**src/rtl/cache_axi_read_arbiter_if.sv**
```systemverilog
// Signal bundle between the cache refill paths, the arbiter and the AXI read port.
// The master view is the arbiter itself; the slave view is everything around it.
interface cache_axi_read_arbiter_if;
   logic        inst_ar_valid;
   logic        inst_ar_ready;
   logic [31:0] inst_ar_addr;
   logic [7:0]  inst_ar_len;
   logic        data_ar_valid;
   logic        data_ar_ready;
   logic [31:0] data_ar_addr;
   logic [7:0]  data_ar_len;
   logic [2:0]  data_ar_size;
   logic        inst_r_valid;
   logic        inst_r_ready;
   logic        data_r_valid;
   logic        data_r_ready;
   logic [31:0] req_r_data;
   logic [1:0]  req_r_resp;
   logic        req_r_last;
   logic [3:0]  axi_ar_id;
   logic [31:0] axi_ar_addr;
   logic [7:0]  axi_ar_len;
   logic [2:0]  axi_ar_size;
   logic        axi_ar_valid;
   logic        axi_ar_ready;
   logic [3:0]  axi_r_id;
   logic [31:0] axi_r_data;
   logic [1:0]  axi_r_resp;
   logic        axi_r_last;
   logic        axi_r_valid;
   logic        axi_r_ready;
   logic        beat_err;

   modport master (
      input  inst_ar_valid, inst_ar_addr, inst_ar_len,
      input  data_ar_valid, data_ar_addr, data_ar_len, data_ar_size,
      input  inst_r_ready, data_r_ready,
      input  axi_ar_ready, axi_r_id, axi_r_data, axi_r_resp, axi_r_last, axi_r_valid,
      output inst_ar_ready, data_ar_ready, inst_r_valid, data_r_valid,
      output req_r_data, req_r_resp, req_r_last,
      output axi_ar_id, axi_ar_addr, axi_ar_len, axi_ar_size, axi_ar_valid,
      output axi_r_ready, beat_err
   );

   modport slave (
      output inst_ar_valid, inst_ar_addr, inst_ar_len,
      output data_ar_valid, data_ar_addr, data_ar_len, data_ar_size,
      output inst_r_ready, data_r_ready,
      output axi_ar_ready, axi_r_id, axi_r_data, axi_r_resp, axi_r_last, axi_r_valid,
      input  inst_ar_ready, data_ar_ready, inst_r_valid, data_r_valid,
      input  req_r_data, req_r_resp, req_r_last,
      input  axi_ar_id, axi_ar_addr, axi_ar_len, axi_ar_size, axi_ar_valid,
      input  axi_r_ready, beat_err
   );
endinterface

```
**src/rtl/cache_axi_read_arbiter.sv**
```systemverilog
// Round-robin arbiter sharing one AXI read channel between I$ and D$ refills.
// One burst in flight; R beats are steered back to the latched owner.
module cache_axi_read_arbiter #(
   parameter logic [3:0] INST_ID = 4'd0,
   parameter logic [3:0] DATA_ID = 4'd1
) (
   input logic clock,
   input logic reset,
   cache_axi_read_arbiter_if.master bus
);
   typedef enum logic [1:0] {IDLE, ADDR, DATA} state_t;

   state_t      state, state_nxt;
   logic        owner_data;
   logic        rr_data;
   logic [31:0] lat_addr;
   logic [7:0]  lat_len;
   logic [3:0]  lat_id;
   logic [2:0]  lat_size;
   logic [7:0]  beat_cnt;
   logic        err;
   logic        grant_inst, grant_data, r_hs, beat_bad;

   assign grant_inst = bus.inst_ar_valid && (!bus.data_ar_valid || !rr_data);
   assign grant_data = bus.data_ar_valid && (!bus.inst_ar_valid || rr_data);
   assign beat_bad   = (bus.axi_r_last && (beat_cnt != lat_len)) ||
                       (!bus.axi_r_last && (beat_cnt == lat_len)) ||
                       (bus.axi_r_id != lat_id);
   assign bus.beat_err = err;

   always_ff @(posedge clock) begin
      if (reset) state <= IDLE;
      else       state <= state_nxt;
   end

   // Everything outside the active phase is forced to zero so idle outputs are clean.
   always_comb begin
      state_nxt         = state;
      bus.inst_ar_ready = 1'b0;
      bus.data_ar_ready = 1'b0;
      bus.axi_ar_valid  = 1'b0;
      bus.axi_ar_id     = 4'd0;
      bus.axi_ar_addr   = 32'd0;
      bus.axi_ar_len    = 8'd0;
      bus.axi_ar_size   = 3'd0;
      bus.axi_r_ready   = 1'b0;
      bus.inst_r_valid  = 1'b0;
      bus.data_r_valid  = 1'b0;
      bus.req_r_data    = 32'd0;
      bus.req_r_resp    = 2'd0;
      bus.req_r_last    = 1'b0;
      r_hs              = 1'b0;
      case (state)
         IDLE: begin
            bus.inst_ar_ready = grant_inst;
            bus.data_ar_ready = grant_data;
            if (grant_inst || grant_data) state_nxt = ADDR;
         end
         ADDR: begin
            bus.axi_ar_valid = 1'b1;
            bus.axi_ar_id    = lat_id;
            bus.axi_ar_addr  = lat_addr;
            bus.axi_ar_len   = lat_len;
            bus.axi_ar_size  = lat_size;
            if (bus.axi_ar_ready) state_nxt = DATA;
         end
         DATA: begin
            bus.axi_r_ready  = owner_data ? bus.data_r_ready : bus.inst_r_ready;
            bus.inst_r_valid = !owner_data && bus.axi_r_valid;
            bus.data_r_valid = owner_data && bus.axi_r_valid;
            bus.req_r_data   = bus.axi_r_data;
            bus.req_r_resp   = bus.axi_r_resp;
            bus.req_r_last   = bus.axi_r_last;
            r_hs             = bus.axi_r_valid && bus.axi_r_ready;
            if (r_hs && bus.axi_r_last) state_nxt = IDLE;
         end
         default: state_nxt = IDLE;
      endcase
   end

   always_ff @(posedge clock) begin
      if (reset) begin
         owner_data <= 1'b0;
         rr_data    <= 1'b0;
         lat_addr   <= 32'd0;
         lat_len    <= 8'd0;
         lat_id     <= 4'd0;
         lat_size   <= 3'd0;
         beat_cnt   <= 8'd0;
         err        <= 1'b0;
      end else begin
         case (state)
            IDLE: if (grant_inst || grant_data) begin
               owner_data <= grant_data;
               lat_addr   <= grant_data ? bus.data_ar_addr : bus.inst_ar_addr;
               lat_len    <= grant_data ? bus.data_ar_len  : bus.inst_ar_len;
               lat_id     <= grant_data ? DATA_ID : INST_ID;
               lat_size   <= grant_data ? bus.data_ar_size : 3'b010;
            end
            ADDR: if (bus.axi_ar_ready) beat_cnt <= 8'd0;
            DATA: if (r_hs) begin
               if (beat_cnt != 8'hFF) beat_cnt <= beat_cnt + 8'd1;
               // A bad beat is flagged but still delivered to the owner.
               if (beat_bad) err <= 1'b1;
               if (bus.axi_r_last) rr_data <= !owner_data;
            end
            default: ;
         endcase
      end
   end
endmodule
```
**src/flat_wrapper.sv**
```systemverilog
// flat-port wrapper written by rule: the top's interface ports become plain ports
module cache_axi_read_arbiter_flat 
#(
   parameter logic [3:0] INST_ID = 4'd0,
   parameter logic [3:0] DATA_ID = 4'd1
)
  (clock, reset, bus_inst_ar_valid, bus_inst_ar_addr, bus_inst_ar_len, bus_data_ar_valid, bus_data_ar_addr, bus_data_ar_len, bus_data_ar_size, bus_inst_r_ready, bus_data_r_ready, bus_axi_ar_ready, bus_axi_r_id, bus_axi_r_data, bus_axi_r_resp, bus_axi_r_last, bus_axi_r_valid, bus_inst_ar_ready, bus_data_ar_ready, bus_inst_r_valid, bus_data_r_valid, bus_req_r_data, bus_req_r_resp, bus_req_r_last, bus_axi_ar_id, bus_axi_ar_addr, bus_axi_ar_len, bus_axi_ar_size, bus_axi_ar_valid, bus_axi_r_ready, bus_beat_err);
  cache_axi_read_arbiter_if bus_i ();
  input logic clock;
  input logic reset;
  input wire logic [$bits(bus_i.inst_ar_valid)-1:0] bus_inst_ar_valid;
  input wire logic [$bits(bus_i.inst_ar_addr)-1:0] bus_inst_ar_addr;
  input wire logic [$bits(bus_i.inst_ar_len)-1:0] bus_inst_ar_len;
  input wire logic [$bits(bus_i.data_ar_valid)-1:0] bus_data_ar_valid;
  input wire logic [$bits(bus_i.data_ar_addr)-1:0] bus_data_ar_addr;
  input wire logic [$bits(bus_i.data_ar_len)-1:0] bus_data_ar_len;
  input wire logic [$bits(bus_i.data_ar_size)-1:0] bus_data_ar_size;
  input wire logic [$bits(bus_i.inst_r_ready)-1:0] bus_inst_r_ready;
  input wire logic [$bits(bus_i.data_r_ready)-1:0] bus_data_r_ready;
  input wire logic [$bits(bus_i.axi_ar_ready)-1:0] bus_axi_ar_ready;
  input wire logic [$bits(bus_i.axi_r_id)-1:0] bus_axi_r_id;
  input wire logic [$bits(bus_i.axi_r_data)-1:0] bus_axi_r_data;
  input wire logic [$bits(bus_i.axi_r_resp)-1:0] bus_axi_r_resp;
  input wire logic [$bits(bus_i.axi_r_last)-1:0] bus_axi_r_last;
  input wire logic [$bits(bus_i.axi_r_valid)-1:0] bus_axi_r_valid;
  output wire logic [$bits(bus_i.inst_ar_ready)-1:0] bus_inst_ar_ready;
  output wire logic [$bits(bus_i.data_ar_ready)-1:0] bus_data_ar_ready;
  output wire logic [$bits(bus_i.inst_r_valid)-1:0] bus_inst_r_valid;
  output wire logic [$bits(bus_i.data_r_valid)-1:0] bus_data_r_valid;
  output wire logic [$bits(bus_i.req_r_data)-1:0] bus_req_r_data;
  output wire logic [$bits(bus_i.req_r_resp)-1:0] bus_req_r_resp;
  output wire logic [$bits(bus_i.req_r_last)-1:0] bus_req_r_last;
  output wire logic [$bits(bus_i.axi_ar_id)-1:0] bus_axi_ar_id;
  output wire logic [$bits(bus_i.axi_ar_addr)-1:0] bus_axi_ar_addr;
  output wire logic [$bits(bus_i.axi_ar_len)-1:0] bus_axi_ar_len;
  output wire logic [$bits(bus_i.axi_ar_size)-1:0] bus_axi_ar_size;
  output wire logic [$bits(bus_i.axi_ar_valid)-1:0] bus_axi_ar_valid;
  output wire logic [$bits(bus_i.axi_r_ready)-1:0] bus_axi_r_ready;
  output wire logic [$bits(bus_i.beat_err)-1:0] bus_beat_err;
  assign bus_i.inst_ar_valid = bus_inst_ar_valid;
  assign bus_i.inst_ar_addr = bus_inst_ar_addr;
  assign bus_i.inst_ar_len = bus_inst_ar_len;
  assign bus_i.data_ar_valid = bus_data_ar_valid;
  assign bus_i.data_ar_addr = bus_data_ar_addr;
  assign bus_i.data_ar_len = bus_data_ar_len;
  assign bus_i.data_ar_size = bus_data_ar_size;
  assign bus_i.inst_r_ready = bus_inst_r_ready;
  assign bus_i.data_r_ready = bus_data_r_ready;
  assign bus_i.axi_ar_ready = bus_axi_ar_ready;
  assign bus_i.axi_r_id = bus_axi_r_id;
  assign bus_i.axi_r_data = bus_axi_r_data;
  assign bus_i.axi_r_resp = bus_axi_r_resp;
  assign bus_i.axi_r_last = bus_axi_r_last;
  assign bus_i.axi_r_valid = bus_axi_r_valid;
  assign bus_inst_ar_ready = bus_i.inst_ar_ready;
  assign bus_data_ar_ready = bus_i.data_ar_ready;
  assign bus_inst_r_valid = bus_i.inst_r_valid;
  assign bus_data_r_valid = bus_i.data_r_valid;
  assign bus_req_r_data = bus_i.req_r_data;
  assign bus_req_r_resp = bus_i.req_r_resp;
  assign bus_req_r_last = bus_i.req_r_last;
  assign bus_axi_ar_id = bus_i.axi_ar_id;
  assign bus_axi_ar_addr = bus_i.axi_ar_addr;
  assign bus_axi_ar_len = bus_i.axi_ar_len;
  assign bus_axi_ar_size = bus_i.axi_ar_size;
  assign bus_axi_ar_valid = bus_i.axi_ar_valid;
  assign bus_axi_r_ready = bus_i.axi_r_ready;
  assign bus_beat_err = bus_i.beat_err;
  cache_axi_read_arbiter #(.INST_ID(INST_ID), .DATA_ID(DATA_ID)) u_core (.clock(clock), .reset(reset), .bus(bus_i));
endmodule
```
**config.mk**
```make
export PLATFORM = sky130hd
export DESIGN_NAME = cache_axi_read_arbiter_flat
export DESIGN_NICKNAME = d
export VERILOG_FILES = /design/src/rtl/cache_axi_read_arbiter_if.sv /design/src/rtl/cache_axi_read_arbiter.sv /design/src/flat_wrapper.sv
export SDC_FILE = /design/constraint.sdc
export NUM_CORES = 1
export LEC_CHECK = 0
export CAP_MARGIN = 20
export CORE_ASPECT_RATIO = 1.4
export CORE_UTILIZATION = 30
export CTS_BUF_LIST = sky130_fd_sc_hd__clkbuf_8
export CTS_CLUSTER_SIZE = 20
export DETAILED_ROUTE_END_ITERATION = 8
export DONT_BUFFER_PORTS = 1
export PLACE_DENSITY_LB_ADDON = 0.12
export SETUP_SLACK_MARGIN = 0.4
export SYNTH_ARGS = -nofsm -noshare
export SYNTH_HDL_FRONTEND = slang
export SYNTH_SLANG_ARGS = --single-unit
```
**constraint.sdc**
```tcl
create_clock -name clock -period 2.15 [get_ports clock]
set_input_delay 0.1075 -clock clock [delete_from_list [all_inputs] [get_ports clock]]
set_output_delay 0.1075 -clock clock [all_outputs]
set_load 0.01 [all_outputs]
```
==> Yosys cells after proc, flatten, opt, wreduce, memory -nomap -nowiden <==
Index checks and enable logic that the tools add are counted.
{ "totals": {"register_bits": 60, "input_bits": 130, "output_inout_bits": 89, "elab_cells": 73} }
{ "op_classes": {"n_addsub": 1, "n_eq_ne": 11, "mux": 27, "reduce_logical": 25} }
{ "ops": {"columns": ["op", "count"], "rows": [
  ["$mux 32", 3],
  ["$mux 8", 5],
  ["$pmux 8 s2", 1],
  ["$mux 1", 10],
  ["$reduce_and 3->1", 3],
  ["$add 8x1->8 const B", 1],
  ["$eq 8x8->1", 1],
  ["$logic_and 1x1->1", 8],
  ["$mux 2", 4],
  ["$ne 2x1->1 const B", 4],
  ["$ne 8x8->1", 1],
  ["$ne 8x8->1 const B", 1],
  ["$mux 3", 2],
  ["$pmux 2 s3", 1],
  ["$logic_not 1->1", 5],
  ["$logic_or 1x1->1", 5],
  ["$mux 4", 1],
  ["$ne 4x4->1", 1],
  ["$reduce_and 4->1", 1],
  ["$eq 2x1->1 const B", 1],
  ["$eq 2x2->1 const B", 1],
  ["$logic_not 2->1", 1],
  ["$ne 2x2->1 const B", 1],
  ["$reduce_and 2->1", 1],
  ["$reduce_bool 2->1", 1]
]} }

==> Logic depth before layout (Yosys ltp) <==
{ "depth": {"ltp_word": 6, "ltp_mapped": 6, "ltp_nobuf": 5} }

==> Worst setup path before layout <==
No wires, ideal clock.
{ "synth_timing": {"path_type": "reg2reg", "startpoint": "register u_core.lat_id[0]", "endpoint": "register u_core.err, in the netlist u_core.bus.beat_err", "setup_ns": 0.116, "arrival_time_ns": 1.509, "t_required_ns": 2.034, "slack_ns": 0.524, "stages_incl_launch_ff": 5, "path_buffers": 0, "synth_period_minus_slack_ns": 1.626, "path_cell_list": "dfxtp_1 xor2_1 or4_1 or4_1 o211a_1"} }
{ "synth_between": {"elab_chain_cells": 3} }
{ "synth_rtl": {"columns": ["item", "line", "source"], "rows": [
  ["start: declaration", "cache_axi_read_arbiter.sv:18", "logic [3:0] lat_id;"],
  ["start signal: assignment", "cache_axi_read_arbiter.sv:97", "lat_id <= grant_data ? DATA_ID : INST_ID;"],
  ["$ne 4x4->1", "cache_axi_read_arbiter.sv:28", "(bus.axi_r_id != lat_id);"],
  ["$logic_or 1x1->1", "cache_axi_read_arbiter.sv:27", "(!bus.axi_r_last && (beat_cnt == lat_len)) ||"],
  ["$reduce_and 3->1 (no line)", null, null],
  ["end signal: assignment", "cache_axi_read_arbiter.sv:90", "err <= 1'b0;"],
  ["end signal: assignment", "cache_axi_read_arbiter.sv:104", "if (beat_bad) err <= 1'b1;"],
  ["end: declaration", "cache_axi_read_arbiter.sv:21", "logic err;"]
]} }
Every way passes these cells.
A chain may end at the register's enable or synchronous reset.

==> Final worst setup path <==
Ends and elaborated chain as after synthesis.

==> qor.yml <==
fin_tns_setup_ps: 0
timing.slew.headroom: 0.601
max_clock_freq_ghz: 0.591
hold_start: "bus_data_ar_valid"
nets: 629
p_clk_frac: 0.297
finalCriticalPeriod_ps: 1690
die_w_um: 89.4
grt_start_max_net_pins: 59
crit_path_frequent_cell: "or4_1"
endpoint_kind: "register"
drive_gt1_frac: 0.0701
stdcell_count: 637
use_met1: 0.192
synth-edff-count: 0
synth_area_leaders: "dfxtp_1, and2_1, a311oi_1"
hold_viol_final: 0
startpoint: "u_core.lat_id[0]"
coreArea_um2: 10400
die_h_um: 124
synth_cell_types: 40
synth_top_area_cell: "dfxtp_1"
seqPwrFrac: 0.457
cts_inserted_buffers: 5
drv_slew: 0
finClkSkew_ps: 6.22
cpPeakStageDelay_ps: 530
clkTransAtPathRegs_ps: 110
vias: 3307
grt_pass1_wl_um: 15800
peakVddDrop_mv: 0.261
grtUsageMet2: 0.360
drc: 0
cp.required_ps: 2380
p_int_uw: 1850
synthCells: 430
synth_most_common_cell: "nand2_1"
ys_ff_latch: 56
finalCritPeriodShare: 0.788
gr-usage-met3: 0.0272
grt_usage: 0.186
path_cells: "xor2_1 > or4_1 > or4_1 > o211a_1"
comb_power_share: 0.246
drtIter0Drc: 102
initial_core_util: 0.308
area_growth_pct: 36.8
power.density_nw_per_um2: 601
grt_busiest_layer: "met2"
synthArstFlopShare: 0
antenna_found_initial: 0
cp.arrival_ps: 1920
synthTopCellsByCount: "nand2_1, and2_1, dfxtp_1"
ys_warn_count: 0
gr-total-overflow: 0
tightestPinTransition_ps: 597
dp.cells: 540
cp_num_buf_inv: 0
dr.pass1.iters: 4
grt_setup_unrepaired: "true"
setup_viol_count_final: 0
critical_path.top_delay_family: "simple AND/OR/NAND/NOR gates"
hpwlAfterDp_um: 7080
synth_top_area_frac: 0.350
routedWlPerCell_um: 16.2
crit_fanout: 7
syn_area_um2: 3210
ios: 219
clock_latency_ps: 320
synth_flop_cell: "dfxtp_1"
critPathSlowestCell: "or4_1"
grt_pass1_vias: 3243
p_leak_uw: 0.00170
finalWirelength_um: 10300
cts-root-buf: "clkbuf_8"
ant_nets: 0
min_path_type: "input pin to register"
cts_tree: "yes"
swShare: 0.298
portBuffers: 0
ys_seq_area_frac: 0.350
gp_congestion: 0.815
cts_num_sinks: 56
cts_htree_levels: 2
p_sw_uw: 785
die_area_um2: 11100
clk_path_buf_depth: 2
diodes: 0
row_count: 44
critPathLaunchType: "register"
maxCapViolCount: 0
syn_avg_cell_area_um2: 7.45
status: "completed"
viasPerCell: 5.19
r2r-start: "u_core.lat_id[0]"
path_class: "register to register"
path summary, 6_finish.rpt:
path / end / slack [ps] / cells after the start
min reg2reg: u_core.lat_size[2] / 500 / 2
min: u_core.state[0] / 20 / 2
max reg2reg: u_core.bus.beat_err / 460 / 4
max: u_core.bus.beat_err / 460 / 4
routing by layer:
layer,part of all wire,wire length [µm]
met5,0,0
met4,0.021,218
met3,0.055,564
met2,0.55,5640
met1,0.38,3890
power groups by stage:
| stage | clock, µW | sequential [µW] | combinational (µW) |
|---|---|---|---|
| floorplan | 0 | 1200 | 408 |
| global placement | 0 | 1230 | 496 |
| detailed placement | 0 | 1230 | 498 |
| CTS | 812 | 1200 | 647 |
| global route | 842 | 1220 | 724 |
| finish | 782 | 1200 | 648 |
layout make-up:
class                   count  area [µm²]
clock buffers               7        96.3
fillers                  1031        6020
clock inverters             1        30.0
flip-flops and latches     56        1130
inverters                   5        18.8
multi-input cells         333        1940
repair buffers             97        1010
well taps                 138         173
kinds of logic after synthesis:
logic type / share of synthesized area
AND/OR/NAND/NOR: 0.378
AO/OA/AOI/OAI: 0.174
flip-flops: 0.350
buffers and inverters: 0.0558
XOR/XNOR: 0.0246
multiplexers: 0.0129
adder cells (fa/ha/maj): 0.00390
other: 0.00117
layout by cell type, fill, tap and decap left out, drive strengths merged, types with 2 or more instances in the layout:
cell and instances:
o211a 2, mux2i 3, o31ai 2, xnor2 8, a2111oi 3, a211oi 4
o2111ai 2, dfxtp 56, o211ai 2, a32oi 2, and2 81, buf 12
nand2 89, nor2b 2, o21ai 2, clkbuf 7, and3b 2, or4 2
or3 5, conb 3, nand4 4, nor2 49, o21a 2, or2b 2
inv 5, a21oi 6, nand3 8, a311oi 40, dlygate4sd3 85
repair_timing:
| item | 4_1_cts | 5_1_grt |
|---|---|---|
| hold endpoints to repair | 55 | 0 |
| setup endpoints to repair | 33 | 78 |
| hold buffers | 86 | 0 |
| gates resized for setup | 2 | 5 |
| gates cloned | 0 | 0 |
| pin swaps | 0 | 1 |
| buffers inserted | 0 | 3 |
registers in the layout (all words and copies together) (netlist names):
name                 flops
u_core.lat_id            1
u_core.lat_len           8
u_core.bus.beat_err      1
u_core.lat_size          3
u_core.state             2
u_core.rr_data           1
u_core.beat_cnt          8
u_core.lat_addr         32
metrics by stage:
| step | power (µW) | setup slack [ps] | util | hold WS (ps) | cell area [µm²] |
|---|---|---|---|---|---|
| 6_report | 2640 | 457 | 0.422 | 15.8 | 4390 |
| 3_3_place_gp | 1720 | 456 | 0.322 | 185 | 3350 |
| 5_1_grt | 2790 | 364 | 0.422 | 36.1 | 4390 |
| 2_1_floorplan | 1610 | 524 | - | 229 | 3210 |
| 4_1_cts | 2660 | 409 | 0.419 | 10.7 | 4360 |
| 3_5_place_dp | 1720 | 438 | 0.322 | 186 | 3350 |
No activity file was read; power rests on OpenSTA's default activity.
